[config.mk]
export PLATFORM = sky130hd
export DESIGN_NAME = seq_shift_add_mul
export DESIGN_NICKNAME = d
export VERILOG_FILES = /design/src/rtl/seq_shift_add_mul_pkg.sv /design/src/rtl/seq_shift_add_mul_adder.sv /design/src/rtl/seq_shift_add_mul.sv
export SDC_FILE = /design/constraint.sdc
export NUM_CORES = 1
export LEC_CHECK = 0
export ABC_AREA = 1
export BUFFER_PORTS_ARGS = -buffer_cell sky130_fd_sc_hd__clkbuf_2
export CORE_ASPECT_RATIO = 2
export CORE_UTILIZATION = 50
export CTS_BUF_LIST = sky130_fd_sc_hd__clkbuf_8 sky130_fd_sc_hd__clkbuf_16
export CTS_CLUSTER_SIZE = 40
export DETAILED_ROUTE_END_ITERATION = 10
export GPL_TIMING_DRIVEN = 1
export HOLD_SLACK_MARGIN = 0.03
export PLACE_DENSITY = 0.74
export SLEW_MARGIN = 20
export SYNTH_ARGS = -nofsm -noshare
export SYNTH_HDL_FRONTEND = slang
export SYNTH_HIERARCHICAL = 1
export SYNTH_SLANG_ARGS = --single-unit
[constraint.sdc]
create_clock -name clk -period 2.3 [get_ports clk]
set_input_delay 0.23 -clock clk [delete_from_list [all_inputs] [get_ports clk]]
set_output_delay 0.23 -clock clk [all_outputs]
set_load 0.005 [all_outputs]
[src/rtl/seq_shift_add_mul_pkg.sv]
// Shared types and constants for the sequential shift-add multiplier and
// other consumers of the 32-bit combinational adder.
package seq_shift_add_mul_pkg;

  localparam int MUL_WIDTH = 32;
  localparam int MUL_CNT_W = 6;

  typedef enum logic [1:0] {
    IDLE = 2'd0,
    BUSY = 2'd1,
    DONE = 2'd2
  } state_t;

  // Carry-out of an unsigned add, recovered from the operand and sum MSBs.
  function automatic logic carry_out(input logic a_msb, input logic b_msb, input logic sum_msb);
    return (a_msb & b_msb) | ((a_msb ^ b_msb) & ~sum_msb);
  endfunction

endpackage

[src/rtl/seq_shift_add_mul_adder.sv]
// The team's 32-bit combinational adder; carry-out is derived by the consumer.
module seq_shift_add_mul_adder
  import seq_shift_add_mul_pkg::*;
(
  input  logic [MUL_WIDTH-1:0] a,
  input  logic [MUL_WIDTH-1:0] b,
  output logic [MUL_WIDTH-1:0] sum
);

  assign sum = a + b;

endmodule

[src/rtl/seq_shift_add_mul.sv]
// Iterative unsigned WIDTH x WIDTH -> 2*WIDTH shift-add multiplier, one add per clock.
// Optional early termination on exhausted multiplier bits: SEQ_MUL_EARLY_TERM_EN.
module seq_shift_add_mul
  import seq_shift_add_mul_pkg::*;
#(
  parameter int WIDTH = MUL_WIDTH,
  parameter int CNT_W = MUL_CNT_W
) (
  input  logic               clk,
  input  logic               rst,
  input  logic               in_valid,
  output logic               in_ready,
  input  logic [WIDTH-1:0]   in_mcand,
  input  logic [WIDTH-1:0]   in_mplier,
  output logic               out_valid,
  input  logic               out_ready,
  output logic [2*WIDTH-1:0] out_product,
  output logic               busy
);

  if (WIDTH != MUL_WIDTH) begin : g_bad_width
    $error("seq_shift_add_mul: WIDTH must equal the adder width");
  end
  if ((2 ** CNT_W) <= WIDTH) begin : g_bad_cnt_w
    $error("seq_shift_add_mul: 2**CNT_W must exceed WIDTH");
  end

  localparam logic [CNT_W-1:0] LAST_CNT = CNT_W'(WIDTH - 1);

  state_t           state_q, state_d;
  logic [CNT_W-1:0] cnt_q, cnt_d;
  logic [WIDTH-1:0] hi_q, hi_d;
  logic [WIDTH-1:0] lo_q, lo_d;
  logic [WIDTH-1:0] mcand_q, mcand_d;

  logic [WIDTH-1:0] sum;
  logic             carry;
  logic [WIDTH-1:0] hi_n;
  logic             c_n;

  seq_shift_add_mul_adder u_adder (
    .a   (hi_q),
    .b   (mcand_q),
    .sum (sum)
  );

  assign carry = carry_out(hi_q[WIDTH-1], mcand_q[WIDTH-1], sum[WIDTH-1]);

`ifdef SEQ_MUL_EARLY_TERM_EN
  localparam logic [CNT_W:0] WIDTH_V = (CNT_W+1)'(WIDTH);

  // Low WIDTH-cnt bits of lo still hold unconsumed multiplier bits.
  logic [WIDTH-1:0]   rem_mask;
  logic [CNT_W:0]     shamt;
  logic [2*WIDTH-1:0] prod_sh;

  assign rem_mask = {WIDTH{1'b1}} >> cnt_q;
  assign shamt    = WIDTH_V - {1'b0, cnt_q};
  assign prod_sh  = {hi_q, lo_q} >> shamt;
`endif

  always_comb begin
    state_d   = state_q;
    cnt_d     = cnt_q;
    hi_d      = hi_q;
    lo_d      = lo_q;
    mcand_d   = mcand_q;
    in_ready  = 1'b0;
    out_valid = 1'b0;
    busy      = 1'b0;
    hi_n      = hi_q;
    c_n       = 1'b0;

    case (state_q)
      IDLE: begin
        in_ready = 1'b1;
        if (in_valid) begin
          mcand_d = in_mcand;
          lo_d    = in_mplier;
          hi_d    = '0;
          cnt_d   = '0;
          state_d = BUSY;
        end
      end
      BUSY: begin
        busy = 1'b1;
        if (lo_q[0]) begin
          c_n  = carry;
          hi_n = sum;
        end
        // 65-bit right shift of {carry, hi_n, lo}
        hi_d  = {c_n, hi_n[WIDTH-1:1]};
        lo_d  = {hi_n[0], lo_q[WIDTH-1:1]};
        cnt_d = cnt_q + 1'b1;
        if (cnt_q == LAST_CNT) begin
          state_d = DONE;
        end
`ifdef SEQ_MUL_EARLY_TERM_EN
        if ((lo_q & rem_mask) == '0) begin
          {hi_d, lo_d} = prod_sh;
          state_d      = DONE;
        end
`endif
      end
      DONE: begin
        out_valid = 1'b1;
        if (out_ready) begin
          state_d = IDLE;
        end
      end
      default: begin
        state_d = IDLE;
      end
    endcase
  end

  always_ff @(posedge clk) begin
    if (rst) begin
      state_q <= IDLE;
      cnt_q   <= '0;
      hi_q    <= '0;
      lo_q    <= '0;
      mcand_q <= '0;
    end else begin
      state_q <= state_d;
      cnt_q   <= cnt_d;
      hi_q    <= hi_d;
      lo_q    <= lo_d;
      mcand_q <= mcand_d;
    end
  end

  assign out_product = {hi_q, lo_q};

endmodule
==> impl_metrics.py, run 1 <==
metrics = {
    "logic_synthesis": {
        "synth_compound_area_frac": 0.139,
        "synth_seq_cells": 104,
        "yosysUniqueCellTypes": 29,
        "yosys.area_share.adder": 0.0649,
        "synth_area_um2": 6670,
        "yosysSeqAreaShare": 0.312,
        "avgSynthCellArea_um2": 6.02,
        "synth-simple-area-share": 0.354,
        "muxShareOfSynthArea": 0,
        "syn-num-nets": 1209,
        "synth-xor-area-share": 0.0210,
        "synthCells": 1107,
        "synth_top_family_by_area": "simple AND/OR/NAND/NOR gates",
        "yosys_warnings": 6,
    },
    "power_and_ir_drop": {
        "switching_share": 0.314,
        "p_leak_nw": 4.20,
        "p_clk_frac": 0.349,
        "power.total_mw": 4.47,
        "power_switching_mw": 1.41,
        "powerDensity_nw_per_um2": 575,
        "p_int_mw": 3.07,
        "ir_drop_uv": 565,
        "power.share.sequential": 0.452,
        "comb_power_share": 0.199,
    },
    "status": {
        "status": "finished clean",
    },
    "floorplanning": {
        "initial_core_util": 0.513,
        "core_um2": 13000,
        "ioPinCount": 135,
        "die-area_um2": 13800,
        "num_rows": 59,
        "die_h_um": 165,
        "die_w_um": 83.7,
    },
    "cts": {
        "cts_buffer_depth": 2,
        "root_buffer": "clkbuf_16",
        "cts_tree": "yes",
        "h-tree-depth": 3,
        "worstSkewPairLatency_ps": 350,
        "hold_buffers": 0,
        "clk_pin_slew_ps": 80,
        "numCtsBuffers": 9,
        "clock-sinks": 104,
    },
    "cells_and_area": {
        "layout-drive-gt1-share": 0.151,
        "fillers": 1362,
        "seq_area_um2": 2080,
        "multi_input_area_um2": 3880,
        "antenna_cells": 0,
        "areaGrowthSynthToFinish_pct": 16.7,
        "final_nets": 1328,
    },
    "route": {
        "dr.pass1.iters": 5,
        "first_iter_violations": 303,
        "avgRoutedWirePerCell_um": 13.6,
        "vias": 7053,
        "routed_wl_um": 18800,
        "ant_nets": 0,
        "via_per_inst": 5.10,
        "drc": 0,
    },
    "worst_setup_path": {
        "critical_path_arrival_ps": 2330,
        "cp.required_ps": 2520,
        "critPathMaxFanout": 4,
        "crit_type": "flop to flop",
        "worst_setup_path_start_kind": "flop",
        "ff2ff_setup_slack_ps": 190,
        "end_kind": "flop",
    },
    "sta": {
        "fin_crit_sh": 0.915,
        "finalHoldViolCount": 0,
        "fin_crit_ps": 2110,
        "max_slew_margin": 0.561,
        "setup_viol": 0,
        "rsz0062_at_grt": "false",
        "clock.fmax_mhz": 475,
        "slew_viol_final": 0,
        "tightest_slew_ps": 657,
        "fin_setup_tns_ps": 0,
        "fin_skew_ps": 8.93,
    },
    "worst_hold_path": {
        "min_path_type": "input port to flop",
    },
    "placement": {
        "post-dp-hpwl_um": 14400,
        "gp_congestion": 1.02,
        "port_buffers": 134,
    },
    "job": {
        "max_cap_viol_count": 0,
    },
    "global_routing": {
        "track_usage": 0.273,
        "grt_max_degree": 37,
        "grt_first_pass_wirelength_um": 30200,
        "overflow": 0,
        "antenna_found_initial": 0,
        "grt_pass1_vias": 6606,
    },
}
[path summary, 6_finish.rpt]
check | start | end | depth (start not counted)
min reg2reg | cnt_q[0] | cnt_q[0] | 1
max | hi_q[0] | hi_q[23] | 12
max reg2reg | hi_q[0] | hi_q[23] | 12
min | in_mcand[6] | mcand_q[6] | 3
[flip-flops by register name, indices dropped and copies added, names as in the netlist]
register,cells
lo_q,32
cnt_q,6
mcand_q,32
hi_q,32
state_q,2
[layer usage]
metal / share of wire / global-route usage
met2: 0.55 / 0.551
met1: 0.37 / 0.258
met4: 0.043 / 0.140
met3: 0.033 / 0.0452
met5: 0 / 0
[final cells by class]
type | instances | area share
clock buffer | 10 | 0.0307
multi-input combinational | 821 | 0.499
clock inverter | 6 | 0.00788
timing repair buffer | 150 | 0.103
tap | 152 | 0.0244
sequential | 104 | 0.268
inverter | 140 | 0.0675
[stage by stage]
step                setup WS, ps  utilization  cell area [um^2]  instances  hold WS [ps]
floorplan                    327            -              6670       1107           379
global route                27.2        0.599              7780       1383          98.8
CTS                          146        0.598              7770       1383           109
global placement             197        0.575              7470       1367           464
detailed placement           160        0.575              7470       1367           476
finish                       195        0.599              7780       1383           114
[critical path, stage by stage, from the launching register on]
cell     delay [ps]
dfxtp_1         340
ha_1            250
fa_2            390
nand3_1         100
nand3_1         110
nand2_1         100
nand2_2          80
nand3_1         170
nand3_1         110
nand2_1          70
nand2_1          40
o21ai_0         150
a21oi_1          80
[power groups by stage]
stage | combinational [mW] | sequential, mW | clock [mW]
after floorplan | 0.592 | 2.05 | 0
after global placement | 0.884 | 2.06 | 0
after detailed placement | 0.895 | 2.06 | 0
after CTS | 0.898 | 2.02 | 1.59
after global routing | 1.02 | 2.04 | 1.66
final | 0.891 | 2.02 | 1.56
[repair_timing]
item / in CTS / in global routing
endpoints found under the setup margin: 0 / 5
setup buffers: 0 / 0
gates resized for setup: 0 / 3
[cells by family (layout without fill, tap and decap cells)]
family | count (synthesis) | count (layout)
adder cells (fa/ha/maj) | 34 | 34
flip-flops | 104 | 104
AO/OA/AOI/OAI | 183 | 183
buffers and inverters | 182 | 306
XOR/XNOR | 16 | 16
AND/OR/NAND/NOR | 588 | 588
[cell usage after synthesis]
library cell | number | area share
nand3_2 | 1 | 0.0015
clkbuf_2 | 2 | 0.0015
nor2_1 | 217 | 0.12
nor3_1 | 5 | 0.0038
a21o_1 | 2 | 0.0023
nand2_1 | 302 | 0.17
buf_4 | 4 | 0.0045
buf_2 | 13 | 0.0098
or2_1 | 1 | 0.00094
nor3b_1 | 16 | 0.018
dfxtp_1 | 104 | 0.31
nor2_2 | 2 | 0.0019
o21ai_2 | 1 | 0.0013
a21oi_1 | 62 | 0.047
fa_1 | 1 | 0.0030
nand3_1 | 30 | 0.023
buf_1 | 3 | 0.0017
xnor2_1 | 1 | 0.0013
buf_6 | 1 | 0.0017
clkbuf_1 | 19 | 0.011
inv_1 | 136 | 0.077
ha_1 | 33 | 0.062
o21bai_1 | 2 | 0.0023
nand2_2 | 9 | 0.0084
o21ai_0 | 79 | 0.059
inv_2 | 4 | 0.0023
xor2_1 | 15 | 0.020
o21ai_1 | 37 | 0.028
nand4_1 | 5 | 0.0047
[cell usage in the layout, fill, tap and decap left out, types with 9 or more instances in the layout]
cell type | netlist | layout
a21oi_1 | 62 | 62
buf_4 | 4 | 15
clkbuf_16 | 0 | 9
clkbuf_2 | 2 | 134
dfxtp_1 | 104 | 104
ha_1 | 33 | 33
inv_1 | 136 | 135
nand2_1 | 302 | 301
nand2_2 | 9 | 10
nand3_1 | 30 | 29
nor2_1 | 217 | 217
nor3b_1 | 16 | 16
o21ai_0 | 79 | 78
o21ai_1 | 37 | 38
xor2_1 | 15 | 15
Power figures use the tool's default switching activity.
==> run 2, diff against run 1 <==
CORE_ASPECT_RATIO = unset   (was 2)
MAX_ROUTING_LAYER = met4   (was unset)
PLACE_DENSITY = 0.77   (was 0.74)
clock period = 1.7 ns   (was 2.3 ns; I/O delays follow)
==> run 2 against run 1 <==
  * The run now ends with negative setup slack left
  * Core utilization grew 16 points
  * Combinational power rose by 87%
  * Fmax rose by 6.1%
  * Via count grew 13%
  * Clock power is 47% higher
==> impl_metrics.py, run 2 (synthesis gave the netlist of run 1 again) <==
metrics = {
    "placement": {
        "gp_congestion": 0.941,
        "port_buffers": 134,
        "placed_area_um2": 8470,
        "post-dp-hpwl_um": 14500,
        "dp_cells": 1474,
    },
    "worst_setup_path": {
        "cp_cell_sequence": "ha_4, nand2_1, inv_1, a21oi_1, nand2_4, nand2_2, nand2_4, nand2_2, nand2_1, nand2_1, nand2_1, o21ai_1, a21oi_1",
        "crit_top_cell": "nand2_1",
        "critPathMaxStageDelay_ps": 340,
        "cp.required_ps": 1930,
        "end_kind": "flop",
        "crit_type": "flop to flop",
        "critPathMaxFanout": 4,
        "worst_setup_path_start_kind": "flop",
        "rr_startpoint": "mcand_q[7]",
        "critical_path_arrival_ps": 2210,
        "slowest_stage": "dfxtp_2",
        "critPathLaunch": "mcand_q[7]",
    },
    "global_routing": {
        "antenna_found_initial": 0,
        "grtUsageMet1": 0.368,
        "overflow": 0,
        "met3_usage": 0.0465,
        "use_met2": 0.535,
        "grt_pass1_vias": 7255,
        "track_usage": 0.310,
        "grt_first_pass_wirelength_um": 34000,
        "grt_max_degree": 69,
        "top_usage_layer": "met2",
    },
    "sta": {
        "max_slew_margin": 0.604,
        "setup_viol": 27,
        "fin_skew_ps": 10.7,
        "fin_crit_sh": 1.17,
        "rsz0062_at_grt": "true",
        "tightest_slew_ps": 594,
        "fin_crit_ps": 1980,
        "clock.fmax_mhz": 504,
        "slew_viol_final": 0,
        "finalHoldViolCount": 0,
        "worst_hold_slack_ps": 46.1,
        "setup_slack_ps": -284,
    },
    "route": {
        "dr.pass1.iters": 6,
        "ant_nets": 0,
        "first_iter_violations": 605,
        "avgRoutedWirePerCell_um": 14.9,
        "vias": 7968,
        "drc": 0,
        "via_per_inst": 5.29,
        "routed_wl_um": 22400,
    },
    "cells_and_area": {
        "final_nets": 1432,
        "final_util": 0.758,
        "mostFrequentLayoutCells": "nand2_1 (225), nor2_1 (198), clkbuf_2 (134)",
        "final_area_um2": 9720,
        "final_common_cell": "nand2_1",
        "final_cells": 1507,
        "reg_top3": "hi_q x32, lo_q x32, mcand_q x32",
        "areaGrowthSynthToFinish_pct": 45.7,
        "layout-drive-gt1-share": 0.387,
        "antenna_cells": 0,
    },
    "floorplanning": {
        "die-area_um2": 13800,
        "ioPinCount": 135,
        "die_w_um": 117,
        "core_um2": 12800,
        "num_rows": 41,
        "initial_core_util": 0.520,
        "die_h_um": 117,
    },
    "worst_hold_path": {
        "worstHoldStart": "in_mcand[7]",
        "min_path_type": "input port to flop",
    },
    "cts": {
        "cts_tree": "yes",
        "clk_pin_slew_ps": 70,
        "root_buffer": "clkbuf_16",
        "clock-sinks": 104,
        "hold_buffers": 0,
        "h-tree-depth": 3,
        "worstSkewPairLatency_ps": 360,
        "cts_buffer_depth": 2,
        "numCtsBuffers": 9,
    },
    "status": {
        "violations": "negative setup slack",
        "status": "finished with violations",
    },
    "power_and_ir_drop": {
        "powerDensity_nw_per_um2": 695,
        "power.total_mw": 6.75,
        "p_leak_nw": 5.04,
        "ir_drop_uv": 903,
    },
    "job": {
        "max_cap_viol_count": 0,
    },
}
==> run 2: changes by cell type in the layout (fill, tap and decap cells not counted), moves of 13 or more <==
| cell | delta |
|---|---|
| ha_4 | +30 |
| buf_4 | +90 |
| a21oi_1 | -15 |
| buf_6 | +13 |
| nand2_2 | +54 |
| nand2_1 | -76 |
| dfxtp_2 | +57 |
| nand2_4 | +22 |
| o21ai_0 | -14 |
| nor2_2 | +14 |
| nor2_1 | -19 |
| ha_1 | -30 |
| dfxtp_1 | -58 |
==> run 2: power breakdown <==
group	internal, mW	switching [mW]	total, mW
combinational	0.752	0.916	1.67
clock	1.30	1.00	2.30
sequential	2.63	0.156	2.78
total	4.68	2.08	6.75
==> run 2: final cells by class <==
class / instances / area (um^2)
Timing Repair Buffer: 254 / 1650
Clock buffer: 9 / 225
Multi-Input combinational cell: 821 / 4850
Sequential cell: 104 / 2160
Fill cell: 980 / 3110
Tap cell: 172 / 215
Inverter: 140 / 531
Clock inverter: 7 / 93.8
==> run 2: final timing paths <==
| kind | end | cells past startpoint | slack, ps |
|---|---|---|---|
| setup reg to reg | hi_q[19] | 13 | -280 |
| hold reg to reg | cnt_q[0] | 1 | 490 |
| hold / removal | mcand_q[7] | 3 | 50 |
| setup / recovery | hi_q[19] | 13 | -280 |
==> run 2: through the flow <==
step,setup slack (ps),TNS (ps)
floorplan,-109,-273
global placement,-187,-2720
detailed placement,-238,-3520
CTS,-243,-2390
global route,-382,-6900
finish,-284,-4550
==> run 2: per-layer routing <==
metal | part of all wire | up-vias
met3 | 0.060 | 73
met5 | 0 | -
met4 | 0.034 | 0
li1 | - | 3889
met2 | 0.49 | 336
met1 | 0.41 | 3670
==> run 2: timing repair <==
| action | CTS | global route |
|---|---|---|
| endpoints found under the hold margin | 0 | 0 |
| gates resized for setup | 142 | 118 |
| buffers inserted | 11 | 9 |
| pin swaps | 55 | 70 |
| endpoints found under the setup margin | 26 | 30 |
==> run 2: critical path, delay by kind of cell (launching register included) <==
family,cells,cell delay [ps]
and+or+nand+nor,8,670
AOI/OAI and AO/OA,3,520
DFF,1,340
adders and majority gates,1,260
buffers and inverters,1,60
==> run 3, diff against run 2 <==
CORE_ASPECT_RATIO = 2   (was unset)
==> run 3 against run 2 <==
  * The run still ends with negative setup slack left
  * First-iteration DRC count decreased by 18%
  * Largest power group unchanged
  * Critical endpoint is now hi_q[23]
  * Sequential share of layout area increased by 0.15 points
  * Sequential cell count unchanged
  * Fmax decreased by 2.5%
==> impl_metrics.py, run 3 (synthesis gave the netlist of run 1 again) <==
metrics = {
    "cts": {
        "h-tree-depth": 3,
        "numCtsBuffers": 9,
        "root_buffer": "clkbuf_16",
        "worstSkewPairLatency_ps": 350,
        "clk_pin_slew_ps": 80,
        "clock-sinks": 104,
        "cts_buffer_depth": 2,
        "cts_tree": "yes",
        "hold_buffers": 0,
    },
    "cells_and_area": {
        "mostFrequentLayoutCells": "nand2_1 (235), nor2_1 (205), clkbuf_2 (134)",
        "final_cells": 1479,
        "final_util": 0.738,
        "fillers": 1057,
        "final_nets": 1424,
        "seq_area_um2": 2140,
        "areaGrowthSynthToFinish_pct": 43.8,
        "layout-drive-gt1-share": 0.368,
        "antenna_cells": 0,
        "final_common_cell": "nand2_1",
        "final_area_um2": 9590,
        "reg_top3": "hi_q x32, lo_q x32, mcand_q x32",
        "multi_input_area_um2": 4840,
    },
    "power_and_ir_drop": {
        "ir_drop_uv": 550,
        "power.share.sequential": 0.421,
        "power_switching_mw": 2.14,
        "p_int_mw": 4.44,
        "switching_share": 0.326,
        "comb_power_share": 0.250,
        "powerDensity_nw_per_um2": 686,
        "p_clk_frac": 0.329,
        "power.total_mw": 6.58,
        "p_leak_nw": 5.02,
    },
    "global_routing": {
        "grt_max_degree": 55,
        "track_usage": 0.321,
        "grt_pass1_vias": 7517,
        "antenna_found_initial": 0,
        "overflow": 0,
        "grt_first_pass_wirelength_um": 34400,
    },
    "worst_setup_path": {
        "end_kind": "flop",
        "critical_path_arrival_ps": 2260,
        "critPathMaxFanout": 4,
        "crit_type": "flop to flop",
        "ff2ff_setup_slack_ps": -330,
        "critPathLaunch": "hi_q[12]",
        "worst_setup_path_start_kind": "flop",
        "cp.required_ps": 1920,
        "rr_startpoint": "hi_q[12]",
    },
    "placement": {
        "gp_congestion": 0.977,
        "dp_cells": 1450,
        "post-dp-hpwl_um": 15700,
        "dp_slack_ps": -282,
        "port_buffers": 134,
        "placed_area_um2": 8410,
    },
    "route": {
        "first_iter_violations": 499,
        "dr.pass1.iters": 7,
        "routed_wl_um": 23500,
        "avgRoutedWirePerCell_um": 15.9,
        "ant_nets": 0,
        "vias": 7961,
        "drc": 0,
        "via_per_inst": 5.38,
    },
    "job": {
        "max_cap_viol_count": 0,
    },
    "floorplanning": {
        "core_um2": 13000,
        "die_w_um": 83.7,
        "die-area_um2": 13800,
        "initial_core_util": 0.513,
        "ioPinCount": 135,
        "num_rows": 59,
        "die_h_um": 165,
    },
    "sta": {
        "setup_viol": 27,
        "fin_skew_ps": 8.59,
        "tightest_slew_ps": 493,
        "fin_crit_sh": 1.20,
        "clock.fmax_mhz": 491,
        "fin_setup_tns_ps": -4790,
        "fin_crit_ps": 2030,
        "setup_slack_ps": -335,
        "slew_viol_final": 0,
        "rsz0062_at_grt": "true",
        "max_slew_margin": 0.671,
        "worst_hold_slack_ps": 51.7,
        "finalHoldViolCount": 0,
    },
    "status": {
        "violations": "negative setup slack",
        "status": "finished with violations",
    },
    "worst_hold_path": {
        "min_path_type": "input port to flop",
        "worstHoldStart": "in_mcand[3]",
    },
}
-- run 3: changes by cell type in the layout (fill, tap and decap cells not counted), moves of 7 or more --
cell / previous run / this run
dfxtp_2: 57 / 45
dfxtp_1: 46 / 58
nor2_1: 198 / 205
buf_4: 105 / 98
nand2_2: 64 / 49
nand2_1: 225 / 235
-- run 3: power groups by stage --
stage	clock, mW	sequential, mW	combinational, mW
4_1_cts	2.20	2.76	1.55
6_report	2.17	2.77	1.65
5_1_grt	2.28	2.79	1.82
3_3_place_gp	0	2.80	1.43
2_1_floorplan	0	2.80	0.855
3_5_place_dp	0	2.80	1.46
-- run 3: layout make-up --
class,instances,share of cell area
Clock inverter,6,0.00731
Timing Repair Buffer,246,0.165
Inverter,140,0.0551
Tap cell,152,0.0198
Sequential cell,104,0.223
Multi-Input combinational cell,821,0.505
Clock buffer,10,0.0249
-- run 3: worst paths after layout --
kind         cells past startpoint          to
max reg2reg                     10    hi_q[23]
max                             10    hi_q[23]
min                              3  mcand_q[3]
min reg2reg                      2    cnt_q[1]
-- run 3: layer usage --
| metal | track usage | share of wire |
|---|---|---|
| met5 | - | 0 |
| met4 | 0.180 | 0.060 |
| met3 | 0.0383 | 0.045 |
| met2 | 0.629 | 0.55 |
| met1 | 0.297 | 0.34 |
-- run 3: worst max-delay path, cell delays in order, from the launching register on --
cell and delay, ps:
dfxtp_4 360, ha_4 300, nand2_1 80, inv_2 100, nand2_2 120, o21bai_1 360, nand2_1 180, nand4_1 110
nand2_1 80, o21ai_1 140, a21oi_1 80
-- run 3: repair_timing --
item | CTS | global route
pin swaps | 46 | 40
gates resized for setup | 126 | 109
buffers inserted | 10 | 4
setup endpoints to repair | 26 | 28
